--- config.mk ---
export PLATFORM = sky130hd
export DESIGN_NAME = reg_scoreboard_flat
export DESIGN_NICKNAME = d
export VERILOG_FILES = /design/src/rtl/reg_scoreboard_if.sv /design/src/rtl/reg_scoreboard.sv /design/src/flat_wrapper.sv
export SDC_FILE = /design/constraint.sdc
export NUM_CORES = 1
export LEC_CHECK = 0
export ABC_AREA = 1
export CORE_ASPECT_RATIO = 0.9
export CORE_UTILIZATION = 55
export CTS_BUF_LIST = sky130_fd_sc_hd__clkbuf_4
export DETAILED_ROUTE_END_ITERATION = 10
export GPL_ROUTABILITY_DRIVEN = 0
export PLACE_DENSITY = 0.81
export SLEW_MARGIN = 20
export SYNTH_ARGS = -nofsm -noshare
export SYNTH_HDL_FRONTEND = slang
export SYNTH_SLANG_ARGS = --single-unit
--- constraint.sdc ---
create_clock -name clk -period 6.88 [get_ports clk]
set_clock_uncertainty 0.05 [all_clocks]
set_input_delay 2.064 -clock clk [delete_from_list [all_inputs] [get_ports clk]]
set_output_delay 2.064 -clock clk [all_outputs]
set_load 0.05 [all_outputs]
--- src/rtl/reg_scoreboard_if.sv ---
// rtl/reg_scoreboard_if.sv - ID/WB bus bundle for the register-dependency scoreboard
interface reg_scoreboard_if;
  logic        id_valid;
  logic [3:0]  id_rn;
  logic        id_uses_rn;
  logic [3:0]  id_src2;
  logic        id_two_src;
  logic        id_wb_en;
  logic [3:0]  id_dest;
  logic        flush;
  logic        wb_en;
  logic [3:0]  wb_dest;
  logic        Hazard;
  logic        issue;
  logic [15:0] busy_mask;
  logic        drained;
  logic        sb_err;

  modport master (
    output id_valid, id_rn, id_uses_rn, id_src2, id_two_src, id_wb_en, id_dest,
    output flush, wb_en, wb_dest,
    input  Hazard, issue, busy_mask, drained, sb_err
  );

  modport slave (
    input  id_valid, id_rn, id_uses_rn, id_src2, id_two_src, id_wb_en, id_dest,
    input  flush, wb_en, wb_dest,
    output Hazard, issue, busy_mask, drained, sb_err
  );
endinterface

--- src/rtl/reg_scoreboard.sv ---
// rtl/reg_scoreboard.sv - per-register pending-write counters and ID stall control
module reg_scoreboard #(
  parameter int CNT_W     = 2,
  parameter int WB_BYPASS = 1
) (
  input logic               clk,
  input logic               rst,
  reg_scoreboard_if.slave   sb
);

  logic [CNT_W-1:0] cnt_q [16];
  logic [CNT_W-1:0] cnt_d [16];
  logic             sb_err_q, sb_err_d;

  logic [15:0] busy;
  logic [15:0] pend;
  logic [15:0] inc_hit;
  logic [15:0] dec_hit;
  logic        raw, sat, hazard, issue, inc;

  always_comb begin
    sb_err_d = sb_err_q;
    busy     = '0;
    pend     = '0;
    inc_hit  = '0;
    dec_hit  = '0;
    for (int r = 0; r < 16; r++) begin
      cnt_d[r] = cnt_q[r];
      busy[r]  = (cnt_q[r] != '0);
      // a same-cycle retire already lands in the register file on the falling edge
      pend[r]  = busy[r] && !((WB_BYPASS != 0) && sb.wb_en && (sb.wb_dest == 4'(r)));
    end

    raw    = (sb.id_uses_rn && pend[sb.id_rn]) || (sb.id_two_src && pend[sb.id_src2]);
    sat    = sb.id_wb_en && (cnt_q[sb.id_dest] == '1) &&
             !(sb.wb_en && (sb.wb_dest == sb.id_dest));
    hazard = sb.id_valid && !sb.flush && (raw || sat);
    issue  = sb.id_valid && !sb.flush && !hazard;
    inc    = issue && sb.id_wb_en;

    for (int r = 0; r < 16; r++) begin
      inc_hit[r] = inc && (sb.id_dest == 4'(r));
      dec_hit[r] = sb.wb_en && (sb.wb_dest == 4'(r));
      if (inc_hit[r] && !dec_hit[r]) begin
        if (cnt_q[r] == '1) sb_err_d = 1'b1;
        else                cnt_d[r] = cnt_q[r] + CNT_W'(1);
      end else if (dec_hit[r] && !inc_hit[r]) begin
        if (cnt_q[r] == '0) sb_err_d = 1'b1;
        else                cnt_d[r] = cnt_q[r] - CNT_W'(1);
      end
    end
  end

  always_ff @(posedge clk) begin
    if (!rst) begin
      for (int r = 0; r < 16; r++) cnt_q[r] <= '0;
      sb_err_q <= 1'b0;
    end else begin
      for (int r = 0; r < 16; r++) cnt_q[r] <= cnt_d[r];
      sb_err_q <= sb_err_d;
    end
  end

  assign sb.Hazard    = hazard;
  assign sb.issue     = issue;
  assign sb.busy_mask = busy;
  assign sb.drained   = (busy == '0);
  assign sb.sb_err    = sb_err_q;

endmodule

--- src/flat_wrapper.sv ---
// flat-port wrapper written by rule: the top's interface ports become plain ports
module reg_scoreboard_flat 
#(
  parameter int CNT_W     = 2,
  parameter int WB_BYPASS = 1
)
  (clk, rst, sb_id_valid, sb_id_rn, sb_id_uses_rn, sb_id_src2, sb_id_two_src, sb_id_wb_en, sb_id_dest, sb_flush, sb_wb_en, sb_wb_dest, sb_Hazard, sb_issue, sb_busy_mask, sb_drained, sb_sb_err);
  reg_scoreboard_if sb_i ();
  input logic clk;
  input logic rst;
  input wire logic [$bits(sb_i.id_valid)-1:0] sb_id_valid;
  input wire logic [$bits(sb_i.id_rn)-1:0] sb_id_rn;
  input wire logic [$bits(sb_i.id_uses_rn)-1:0] sb_id_uses_rn;
  input wire logic [$bits(sb_i.id_src2)-1:0] sb_id_src2;
  input wire logic [$bits(sb_i.id_two_src)-1:0] sb_id_two_src;
  input wire logic [$bits(sb_i.id_wb_en)-1:0] sb_id_wb_en;
  input wire logic [$bits(sb_i.id_dest)-1:0] sb_id_dest;
  input wire logic [$bits(sb_i.flush)-1:0] sb_flush;
  input wire logic [$bits(sb_i.wb_en)-1:0] sb_wb_en;
  input wire logic [$bits(sb_i.wb_dest)-1:0] sb_wb_dest;
  output wire logic [$bits(sb_i.Hazard)-1:0] sb_Hazard;
  output wire logic [$bits(sb_i.issue)-1:0] sb_issue;
  output wire logic [$bits(sb_i.busy_mask)-1:0] sb_busy_mask;
  output wire logic [$bits(sb_i.drained)-1:0] sb_drained;
  output wire logic [$bits(sb_i.sb_err)-1:0] sb_sb_err;
  assign sb_i.id_valid = sb_id_valid;
  assign sb_i.id_rn = sb_id_rn;
  assign sb_i.id_uses_rn = sb_id_uses_rn;
  assign sb_i.id_src2 = sb_id_src2;
  assign sb_i.id_two_src = sb_id_two_src;
  assign sb_i.id_wb_en = sb_id_wb_en;
  assign sb_i.id_dest = sb_id_dest;
  assign sb_i.flush = sb_flush;
  assign sb_i.wb_en = sb_wb_en;
  assign sb_i.wb_dest = sb_wb_dest;
  assign sb_Hazard = sb_i.Hazard;
  assign sb_issue = sb_i.issue;
  assign sb_busy_mask = sb_i.busy_mask;
  assign sb_drained = sb_i.drained;
  assign sb_sb_err = sb_i.sb_err;
  reg_scoreboard #(.CNT_W(CNT_W), .WB_BYPASS(WB_BYPASS)) u_core (.clk(clk), .rst(rst), .sb(sb_i));
endmodule
==> reports/metrics.cfg, run 1 <==
[clock_tree]
hold_buffers = 0
cts_buffer_depth = 2
clkLatencyLatePin_ns = 0.33
cts_tree = built
cts_resized = 0
htree_levels = 2
clk_pin_slew_ns = 0.11
cts_sinks = 33
cts-root-buf = clkbuf_4
cts_setup_buffers = 0
numCtsBuffers = 5

[placed_design]
io_buffers = 43
dpl.hpwl_mm = 7.69

[final_layout]
syn2layout_area_growth_pct = 19.5
nNetsFinal = 579
drive_above_1_share_pct = 6.49
utilization_pct = 69.7
fill_cells = 447
final_cell_mix = 105 x nand2_1, 105 x nand3_1, 76 x inv_1
diodes = 0

[setup_path]
crit_path_end_kind = primary output
criticalPathCategory = in2out
required_ns = 4.77
crit_buf_inv = 3
crit_chain = clkdlybuf4s50_1 -> inv_1 -> nor2_1 -> nand2_1 -> nand3_1 -> nand3_1 -> nand3_1 -> nand3_1 -> nand3_1 -> nand2_1 -> nor3b_1 -> buf_12
cp_max_fo = 13
path_common_cell = nand3_1
max_stage_delay_ns = 0.77
path_delay_family = simple AND/OR/NAND/NOR gates
slowest_stage = clkdlybuf4s50_1
worstPathArrival_ns = 4.45
worst_setup_path_start_kind = input port

[floorplan]
core_um2 = 4950
start_util_pct = 58.4
std_cell_rows = 24
fp.dieW_um = 78.4
die-height_um = 70.8
die-area_um2 = 5550
pin_count = 44

[route]
route.vias.total = 3794
routed_wl_mm = 9.91
wl_per_cell_um = 16.0
drtPass1Iterations = 5
vias_per_cell = 6.12
drc = 0
drt_iter0_markers = 545
ant_nets = 0

[global_routing]
grt_max_degree = 22
grt_pass1_wl_mm = 16.1
antenna_found_initial = 0
grt_pass1_vias = 3525
grt-ovfl-total = 0
grt_use_total_pct = 36.9

[run_status]
status = finished, final reports clean

[timing]
slew_headroom_pct = 63.0
hold_viol = 0
setup_violations = 0
period_minus_slack_ns = 6.56
max_freq_mhz = 152
slew_violations = 0
fin_crit_sh_pct = 95.4
rsz0062_at_grt = false
fin_tns_setup_ns = 0
worst_slew_pin_slew_ns = 0.554

[pwr]
p_per_area_nw_per_um2 = 115
leakagePower_uw = 0.00157
power.total_uw = 399
ir_drop_mv = 0.0893

[yosys]
syn-cell-area_um2 = 2890
synthDistinctLibCells = 28
synth_fp_nets = 539
syn_avg_cell_area_um2 = 5.62
ys_seq_area_share_pct = 22.8
synth_top_area_cell = dfxtp_1
synth-seq-cells = 33
synth_cells = 515
synth_area_leaders = dfxtp_1 23%, nand3_1 18%, nand2_1 14%
yosysWarningCount = 0
synth_top_area_share_pct = 22.8

[hold_path]
hold_path_class = reg2reg

[run]
cap_violations = 0

==> metrics by stage <==
step                area [um^2]  setup slack (ns)  hold WS (ns)  instances
global route               3460             0.116         0.445        620
CTS                        3460             0.383         0.413        620
finish                     3460             0.319         0.414        620
detailed placement         3410             0.379         0.397        613
global placement           3410             0.426         0.393        613
floorplan                  2890             0.666         0.383        515
==> worst min-delay path: stages (launching register included) <==
cell and delay, ns:
dfxtp_1 0.33, nand2_1 0.05, a21oi_1 0.05
==> layout make-up <==
class	instances	area, um^2	area share, %
tap	65	81.3	2.35
clock buffer	5	37.5	1.09
multi-input combinational	386	1870	54.0
inverter	79	297	8.58
sequential	33	661	19.1
timing repair buffer	50	503	14.6
clock inverter	2	11.3	0.326
==> state kept, by name, indices dropped and copies added (netlist names) <==
register          flops
u_core.cnt_q         32
u_core.sb.sb_err      1
==> where the power goes <==
part	switching (uW)	total, uW	internal [uW]
clock network	70.0	107	36.7
logic	63.9	98.8	34.8
registers	0.839	193	192
==> Yosys cell counts <==
library cell and count:
inv_2 3, nand3_1 105, nand2_1 105, o221a_2 1, xnor2_1 2, buf_4 1, nand3b_1 2, nor2_2 4
o21ai_1 10, clkbuf_1 14, nor2_1 51, a31oi_1 9, nand4_1 15, nand3_2 3, o21ai_0 18, nor4_1 2
o22ai_1 3, a41oi_1 1, nor2_4 1, dfxtp_1 33, a311oi_1 4, inv_1 76, buf_2 2, a21oi_1 21
nor3b_1 1, nor3_1 13, or2_2 9, a22oi_1 6
==> cell families after synthesis <==
logic type                share of synthesized area (%)
and+or+nand+nor                                    49.4
AOI/OAI and AO/OA                                  14.5
xor gates and xnor gates                          0.606
DFF                                                22.8
buffers and inverters                              12.7
==> path summary, 6_finish.rpt <==
| kind | slack [ns] | from | depth (start not counted) | end |
|---|---|---|---|---|
| worst min register to register | 0.41 | u_core.cnt_q[7][0]$_SDFFE_PN0P_ | 2 | u_core.cnt_q[7][1]$_SDFFE_PN0P_ |
| worst max register to register | 4.11 | u_core.cnt_q[12][0]$_SDFFE_PN0P_ | 17 | u_core.sb.sb_err$_SDFF_PN0_ |
| worst max-delay path | 0.32 | sb_wb_en | 12 | sb_issue |
| worst min-delay path | 0.41 | u_core.cnt_q[7][0]$_SDFFE_PN0P_ | 2 | u_core.cnt_q[7][1]$_SDFFE_PN0P_ |
==> metal layers <==
layer,GRT usage (%),wire length [um],vias up
li1,-,-,1803
met1,45.5,3930,1674
met2,61.1,4420,261
met3,7.35,1100,56
met4,19.1,460,0
met5,0,0,-
(Power assumes the default switching activity.)
==> run 2, diff against run 1 <==
Settings changed: CORE_ASPECT_RATIO 0.9 to 1.25, DONT_BUFFER_PORTS from default to 1, PLACE_DENSITY 0.81 to 0.7, REMOVE_ABC_BUFFERS from default to 1.
==> run 2 against run 1 <==
  * Register-to-register slack worse by 0.62 ns
  * Wire length down 2.0%
  * Highest routed layer unchanged
  * Non-clock buffer count down 47
  * Critical endpoint is now sb_Hazard
  * Via count down 5.8%
==> reports/metrics.cfg, run 2 (synthesized netlist as in run 1, its figures left out) <==
[hold_path]
worstHoldStart = u_core.cnt_q[7][0]$_SDFFE_PN0P_  ; unchanged
whs_endpoint = u_core.cnt_q[7][1]$_SDFFE_PN0P_  ; unchanged
hold_path_class = reg2reg  ; unchanged
hold_depth = 2  ; unchanged

[setup_path]
reg2regPathDepth = 19  ; was 17
crit_buf_inv = 3  ; unchanged
required_ns = 4.77  ; about the same
r2r_slack_ns = 3.49  ; was 4.11 ns
slowest_stage = nor2_1  ; was clkdlybuf4s50_1
crit_path_end_kind = primary output  ; unchanged
crit_chain = inv_1 -> nor2_1 -> inv_1 -> o21ai_0 -> o21ai_0 -> nand4_1 -> nand3_1 -> nand2_1 -> o21ai_0 -> inv_1  ; was clkdlybuf4s50_1 -> inv_1 -> nor2_1 -> nand2_1 -> nand3_1 -> nand3_1 -> nand3_1 -> nand3_1 -> nand3_1 -> nand2_1 -> nor3b_1 -> buf_12
cp_max_fo = 7  ; was 13
criticalPathCategory = in2out  ; unchanged
r2r-start = u_core.cnt_q[4][0]$_SDFFE_PN0P_  ; was u_core.cnt_q[12][0]$_SDFFE_PN0P_
worst_setup_path_start_kind = input port  ; unchanged
timing.rr.end = u_core.sb.sb_err$_SDFF_PN0_  ; unchanged
max_stage_delay_ns = 0.39  ; was 0.77 ns
path_delay_family = simple AND/OR/NAND/NOR gates  ; unchanged
worstPathArrival_ns = 3.75  ; was 4.45 ns

[placed_design]
dp_cells = 563  ; was 613
dpl.hpwl_mm = 7.60  ; was 7.69 mm
io_buffers = 0  ; was 43

[clock_tree]
clkLatencyLatePin_ns = 0.35  ; was 0.33 ns
hold_buffers = 0  ; unchanged
cts_sinks = 33  ; unchanged
clk_pin_slew_ns = 0.10  ; was 0.11 ns
cts-root-buf = clkbuf_4  ; unchanged
htree_levels = 2  ; unchanged
cts_tree = built  ; unchanged
numCtsBuffers = 5  ; unchanged
cts_resized = 0  ; unchanged
cts_buffer_depth = 2  ; unchanged
cts_setup_buffers = 0  ; unchanged

[global_routing]
use_met1_pct = 42.7  ; was 45.5%
met3_usage_pct = 12.0  ; was 7.35%
antenna_found_initial = 0  ; unchanged
grt-ovfl-total = 0  ; unchanged
grt_pass1_wl_mm = 15.5  ; was 16.1 mm
grt_use_total_pct = 37.2  ; was 36.9%
grt_max_degree = 22  ; unchanged
grt_pass1_vias = 3251  ; was 3,525
grt_use_met2_pct = 58.3  ; was 61.1%
top_usage_layer = met2  ; unchanged

[floorplan]
fp.dieW_um = 66.9  ; was 78.4 um
pin_count = 44  ; unchanged
core_um2 = 5080  ; was 4950 um^2
start_util_pct = 56.9  ; was 58.4%
std_cell_rows = 29  ; was 24
die-area_um2 = 5560  ; was 5550 um^2
die-height_um = 83.1  ; was 70.8 um

[pwr]
leakagePower_uw = 0.00140  ; was 0.00157 uW
p_per_area_nw_per_um2 = 127  ; was 115 nW/um^2
ir_drop_mv = 0.0989  ; was 0.0893 mV

[route]
drtPass1Iterations = 5  ; unchanged
route.vias.total = 3573  ; was 3,794
wl_per_cell_um = 17.0  ; was 16.0 um
drt_iter0_markers = 283  ; was 545
vias_per_cell = 6.26  ; was 6.12
drc = 0  ; unchanged
ant_nets = 0  ; unchanged
routed_wl_mm = 9.71  ; was 9.91 mm

[timing]
slew_violations = 0  ; unchanged
max_freq_mhz = 171  ; was 152 MHz
hold_viol = 0  ; unchanged
fin_tns_setup_ns = 0  ; unchanged
rsz0062_at_grt = false  ; unchanged
fin_crit_sh_pct = 85.2  ; was 95.4%
slew_headroom_pct = 43.5  ; was 63.0%
period_minus_slack_ns = 5.86  ; was 6.56 ns
setup_violations = 0  ; unchanged
worst_slew_pin_slew_ns = 0.842  ; was 0.554 ns

[final_layout]
regMostFlops = u_core.cnt_q  ; unchanged
layout.cells.non_filler = 571  ; was 620
drive_above_1_share_pct = 6.68  ; was 6.49%
fill_cells = 558  ; was 447
diodes = 0  ; unchanged
final_cell_mix = 105 x nand2_1, 105 x nand3_1, 76 x inv_1  ; unchanged
syn2layout_area_growth_pct = 3.46  ; was 19.5%
largest_reg_flops = 32  ; unchanged
nNetsFinal = 532  ; was 579

[run_status]
status = finished, final reports clean  ; unchanged

[run]
cap_violations = 0  ; unchanged

run 2: cell count changes in the layout (fill, tap and decap cells not counted), sizes merged:
cell           delta
clkdlybuf4s50    -41
buf               -6
clkbuf            +3
clkinv            -1
clkinvlp          -1
run 2: layout make-up:
class,instances,area (um^2),share of cell area [%]
well taps,62,77.6,2.59
multi-input cells,386,1880,62.7
clock buffers,8,60.1,2.01
inverters,79,297,9.91
repair buffers,3,22.5,0.753
flip-flops and latches,33,661,22.1
run 2: per-layer routing:
layer	share of wire (%)	vias to the layer above
met1	38	1591
met5	0	-
li1	-	1711
met3	11	56
met4	6.2	0
met2	45	215
run 2: how the worst max path moves through the flow:
stage / start / to / slack [ns] / cells after the start
2_1_floorplan: sb_wb_dest[1] / sb_issue / 0.68 / 11
3_3_place_gp: sb_id_dest[1] / sb_Hazard / 1.10 / 10
3_5_place_dp: sb_id_dest[1] / sb_Hazard / 1.06 / 10
4_1_cts: sb_id_dest[1] / sb_Hazard / 1.05 / 10
5_1_grt: sb_id_dest[0] / sb_Hazard / 0.90 / 10
6_report: sb_id_dest[1] / sb_Hazard / 1.02 / 10
run 2: where the power goes:
| part | internal [uW] | switching (uW) | total (uW) | leakage (uW) |
|---|---|---|---|---|
| combinational | 17.6 | 45.8 | 63.3 | 0.00110 |
| clock | 52.6 | 69.4 | 122 | 0.0000368 |
| sequential | 192 | 3.68 | 196 | 0.000266 |
| total | 262 | 119 | 381 | 0.00140 |
run 2: metrics by stage:
step	total power [uW]	cell area, um^2	setup slack (ns)	hold WS [ns]	util, %
finish	381	2990	1.02	0.413	58.9
floorplan	246	2820	0.678	0.382	-
global route	398	2990	0.904	0.435	58.9
global placement	261	2930	1.10	0.390	57.7
CTS	383	2990	1.05	0.420	58.9
detailed placement	262	2930	1.06	0.404	57.7
run 2: worst register-to-register path: cells and delay by family (launching register included):
family        cells  cell delay (ns)
flops             1             0.34
buf+inv           2             0.34
simple gates     17             2.53
